[src/rtl/rate_divider_if.sv]
// rate_divider_if: control and status bundle of the programmable rate divider
interface rate_divider_if #(parameter int W = 16);
  logic en;
  logic restart;
  logic load;
  logic mode_in;
  logic [W-1:0] div_in;
  logic [W-1:0] inc_in;
  logic load_busy;
  logic tick;
  logic sq;
  logic [W-1:0] phase;
  modport master (output en, restart, load, mode_in, div_in, inc_in,
                  input load_busy, tick, sq, phase);
  modport slave (input en, restart, load, mode_in, div_in, inc_in,
                 output load_busy, tick, sq, phase);
endinterface

[src/rtl/rate_divider.sv]
// rate_divider: integer / NCO clock-enable generator with boundary-applied shadow settings
module rate_divider #(
  parameter int W = 16,
  parameter int DEFAULT_DIV = 2
) (
  input logic clk,
  input logic reset,
  rate_divider_if.slave bus
);
  logic mode, s_mode, load_busy, tick, sq;
  logic [W-1:0] div, inc, s_div, s_inc, phase, d_eff;
  logic [W:0] sum;
  logic bypass, term, carry, boundary, apply;
  always_comb begin
    d_eff = (div == '0) ? W'(1) : div;
    bypass = div <= W'(1);
    term = bypass || (phase == d_eff - W'(1));
    sum = {1'b0, phase} + {1'b0, inc};
    carry = sum[W];
    boundary = bus.en && (mode ? carry : term);
    apply = load_busy && (boundary || bus.restart || !bus.en);
  end
  // The shadow read on an apply cycle is the old one, so a same-cycle load stays pending.
  always_ff @(posedge clk or posedge reset) begin
    if (reset) begin
      {mode, div, inc} <= {1'b0, W'(DEFAULT_DIV), W'(0)};
      {s_mode, s_div, s_inc} <= '0;
      {load_busy, tick, sq} <= '0;
      phase <= '0;
    end else begin
      if (bus.load) {s_mode, s_div, s_inc} <= {bus.mode_in, bus.div_in, bus.inc_in};
      load_busy <= bus.load || (load_busy && !apply);
      if (apply) {mode, div, inc} <= {s_mode, s_div, s_inc};
      if (bus.restart) begin
        phase <= '0;
        tick <= 1'b0;
        sq <= 1'b0;
      end else if (bus.en) begin
        tick <= mode ? carry : term;
        sq <= mode ? sum[W-1] : (bypass || (phase >= (d_eff >> 1)));
        phase <= apply ? '0 : mode ? sum[W-1:0] : term ? '0 : phase + W'(1);
      end else begin
        tick <= 1'b0;
        if (apply) phase <= '0;
      end
    end
  end
  assign bus.load_busy = load_busy;
  assign bus.tick = tick;
  assign bus.sq = sq;
  assign bus.phase = phase;
endmodule

[src/flat_wrapper.sv]
// flat-port wrapper written by rule: the top's interface ports become plain ports
module rate_divider_flat 
#(
  parameter int W = 16,
  parameter int DEFAULT_DIV = 2
)
  (clk, reset, bus_en, bus_restart, bus_load, bus_mode_in, bus_div_in, bus_inc_in, bus_load_busy, bus_tick, bus_sq, bus_phase);
  rate_divider_if #(.W(W)) bus_i ();
  input logic clk;
  input logic reset;
  input wire logic [$bits(bus_i.en)-1:0] bus_en;
  input wire logic [$bits(bus_i.restart)-1:0] bus_restart;
  input wire logic [$bits(bus_i.load)-1:0] bus_load;
  input wire logic [$bits(bus_i.mode_in)-1:0] bus_mode_in;
  input wire logic [$bits(bus_i.div_in)-1:0] bus_div_in;
  input wire logic [$bits(bus_i.inc_in)-1:0] bus_inc_in;
  output wire logic [$bits(bus_i.load_busy)-1:0] bus_load_busy;
  output wire logic [$bits(bus_i.tick)-1:0] bus_tick;
  output wire logic [$bits(bus_i.sq)-1:0] bus_sq;
  output wire logic [$bits(bus_i.phase)-1:0] bus_phase;
  assign bus_i.en = bus_en;
  assign bus_i.restart = bus_restart;
  assign bus_i.load = bus_load;
  assign bus_i.mode_in = bus_mode_in;
  assign bus_i.div_in = bus_div_in;
  assign bus_i.inc_in = bus_inc_in;
  assign bus_load_busy = bus_i.load_busy;
  assign bus_tick = bus_i.tick;
  assign bus_sq = bus_i.sq;
  assign bus_phase = bus_i.phase;
  rate_divider #(.W(W), .DEFAULT_DIV(DEFAULT_DIV)) u_core (.clk(clk), .reset(reset), .bus(bus_i));
endmodule
[config.mk]
export PLATFORM = sky130hd
export DESIGN_NAME = rate_divider_flat
export DESIGN_NICKNAME = d
export VERILOG_FILES = /design/src/rtl/rate_divider_if.sv /design/src/rtl/rate_divider.sv /design/src/flat_wrapper.sv
export SDC_FILE = /design/constraint.sdc
export NUM_CORES = 1
export LEC_CHECK = 0
export CAP_MARGIN = 20
export CELL_PAD_IN_SITES_DETAIL_PLACEMENT = 1
export CELL_PAD_IN_SITES_GLOBAL_PLACEMENT = 2
export CORE_MARGIN = 1
export CORE_UTILIZATION = 37
export DETAILED_ROUTE_END_ITERATION = 12
export PLACE_DENSITY_LB_ADDON = 0.1
export SETUP_SLACK_MARGIN = 0.3
export SLEW_MARGIN = 40
export SYNTH_ARGS = -nofsm -noshare
export SYNTH_HDL_FRONTEND = slang
export SYNTH_SLANG_ARGS = --single-unit
[constraint.sdc]
create_clock -name clk -period 4 [get_ports clk]
set_input_delay 0.4 -clock clk [delete_from_list [all_inputs] [get_ports clk]]
set_output_delay 0.4 -clock clk [all_outputs]
set_load 0.05 [all_outputs]
==> summary.md <==
| Metric | Value |
|---|---|
| Antenna Nets Post-Route | 0 |
| Root Buffer | clkbuf_16 |
| Main area contributors after synthesis | dfrtp_1 (39%), mux2_2 (7.7%), ha_1 (7.6%), mux2_4 (5.5%), xnor2_1 (4.0%) |
| Flop-to-flop setup slack | 0.43 ns |
| Yosys reg bits | 85 |
| First-pass DRT Iterations | 4 |
| Worst-margin pin slew | 0.598 ns |
| WP data required | 4.24 ns |
| CTS Buf Count | 9 |
| FMAX | 0.280 GHz |
| Core Region | 14100 um^2 |
| Hpwl dp | 11000 um |
| Post-place instance area | 6320 um^2 |
| Post-synthesis cell type count | 55 |
| Max-Cap Viols | 0 |
| Number of flops mapped to enable cells by yosys | 0 |
| CTS tree | built |
| Routed WL | 15200 um |
| WL per Instance | 19.4 um |
| Synthesized cell area | 5410 um^2 |
| Clock buffer depth | 2 |
| Hold buffer count at CTS | 0 |
| Count leader, synth | dfrtp_1 |
| Layout cells sized above 1 | 22.5% |
| Slew Limit Fails | 0 |
| Worst EP arrival | 3.81 ns |
| Startpoint types | register |
| Post-synth top area share | 38.8% |
| Vias/cell | 5.54 |
| Num ports | 57 |
| DR DRC count | 0 |
| Pwr Density | 665 nW/um^2 |
| Relative slew slack | 59.7% |
| GRT Util Overall | 21.7% |
| Crit share post-route | 89.3% |
| Initial antenna violation count | 0 |
| Post-Route Skew | 0.00962 ns |
| Ant diodes | 0 |
| Lkg Pwr | 2.95 nW |
| Post-Syn Instances | 517 |
| Crit path time final | 3.57 ns |
| Via count | 4341 |
| Global-route wire length before repair | 24800 um |
| Die area | 15100 um^2 |
| Critical-path maximum fanout | 12 |
| Initial DRC count | 199 |
| Post-synth top area cell | dfrtp_1 |
| Largest net degree at the start of global routing | 42 |
| # setup viols final | 0 |
| Cell row count | 43 |
| Post-route setup TNS | 0 ns |
| Die width | 123 um |
| CP Class | register to register |
| CTS Sinks | 85 |
| CTS clk-pin slew, worst paths | 0.07 ns |
| Die H | 123 um |
| Worst vdd ir | 302 uV |
| Hold/Removal Path Class | input port to asynchronous set/reset pin |
| Grt total ovfl | 0 |
| Fin nets | 671 |
| Final Cell Area | 6860 um^2 |
| # H-tree levels | 3 |
| RSZ-0062 raised after global routing | false |
| Clock Latency Late Sink | 0.35 ns |
| Yosys warning count | 0 |
| Initial Utilization | 38.4% |
| Synth async-reset ratio | 100% |
| Port bufs | 56 |
| Status | finished, final reports clean |
| Placer Congestion | 0.764 |
| Fill cells | 1555 |
| Commonest cells in the netlist | dfrtp_1 (84), nand2_1 (40), mux2_2 (37), ha_1 (33), xnor2_1 (25) |
| Syn_nets | 589 |
| Vias in the first global route | 4614 |
| Layout area overhead | 26.7% |
| Crit path capture type | register |
| Final Hold Vio Count | 0 |
| Syn Area/Cell | 10.5 um^2 |
| Synth Flop Type | dfrtp_1 |
| Post-synthesis sequential area ratio | 39.3% |
-- stage by stage --
step           power [mW]  instances  setup slack, ns  util (%)  hold slack, ns
2_1_floorplan        2.79        517            0.578         -           0.460
3_3_place_gp         3.45        760            0.326      44.9           0.471
3_5_place_dp         3.52        760            0.132      44.9           0.481
4_1_cts              4.53        780            0.319      47.6           0.497
5_1_grt              4.87        784            0.288      48.7           0.505
6_report             4.57        784            0.426      48.7           0.458
-- routing by layer --
layer	vias up	wire length [um]	part of all wire, %	GRT usage (%)
li1	2081	-	-	-
met1	2182	7600	50	29.9
met2	67	7030	46	34.8
met3	11	418	2.7	3.55
met4	0	188	1.2	6.55
met5	-	0	0	0
-- cell families after synthesis --
logic type,share of synthesized area [%]
compound gates,14.0
flops,39.3
mux,15.5
buf+inv,3.97
xor+xnor,5.02
simple gates,14.2
fa+ha+maj,8.00
-- registers in the layout (all words and copies together) (netlist names) --
signal                cells
u_core.bus.tick           1
u_core.bus.load_busy      1
u_core.div               16
u_core.s_inc             16
u_core.bus.phase         16
u_core.inc               16
u_core.mode               1
u_core.bus.sq             1
u_core.s_div             16
u_core.s_mode             1
-- worst max-delay path: stages (launching register included) --
cell and delay, ns:
dfstp_2 0.57, nor4_1 0.08, a41oi_1 0.23, ha_2 0.25, or3b_4 0.41, or4_4 0.46, mux2i_1 0.17, nand3_1 0.11
a32oi_2 0.21, nand3_2 0.15, a21oi_4 0.19, buf_12 0.14, buf_12 0.15, mux2_1 0.32
-- final cells by class --
class	count	area [um^2]	area share, %
inverters	22	85.1	1.24
repair buffers	97	955	13.9
clock inverters	4	77.6	1.13
flip-flops and latches	85	2130	31.0
clock buffers	12	256	3.74
well taps	180	225	3.28
multi-input cells	384	3130	45.7
-- cells in the final DEF, fill, tap and decap left out, types with 5 or more instances in the layout --
cell	instances
dfrtp_1	84
clkdlybuf4s50_1	55
nand2_1	39
mux2_2	37
buf_4	35
ha_1	32
xnor2_1	25
inv_1	21
mux2_4	20
o21ai_0	19
a21oi_1	16
nor2_1	16
nor4_1	14
o221ai_1	14
clkbuf_16	11
a22oi_1	10
nor3_1	9
a21o_1	9
mux2_1	9
nand3_1	8
xor2_1	6
and2_1	6
or3_1	6
nand2b_1	6
and3_1	6
a31oi_1	6
nand4_1	5
-- worst paths after layout --
check | endpoint | depth (start not counted) | startpoint
min in group clk | u_core.inc[2] | 1 | u_core.s_inc[2]
max in group asynchronous | u_core.div[1] | 3 | reset
worst min register to register | u_core.inc[2] | 1 | u_core.s_inc[2]
worst max register to register | u_core.inc[4] | 13 | u_core.div[1]
worst min-delay path | u_core.s_div[1] | 2 | reset
worst max-delay path | u_core.inc[4] | 13 | u_core.div[1]
-- power by group --
group / internal, mW / switching (mW) / total (mW)
clock network: 0.585 / 0.367 / 0.952
registers: 1.06 / 0.215 / 1.28
logic: 1.06 / 1.27 / 2.33
-- what timing repair did --
item,CTS,global route
buffers inserted,4,2
cloned,0,2
resized for setup,2,15
setup endpoints to repair,30,51
pin swaps,2,3
No activity file was read; power rests on OpenSTA's default activity.
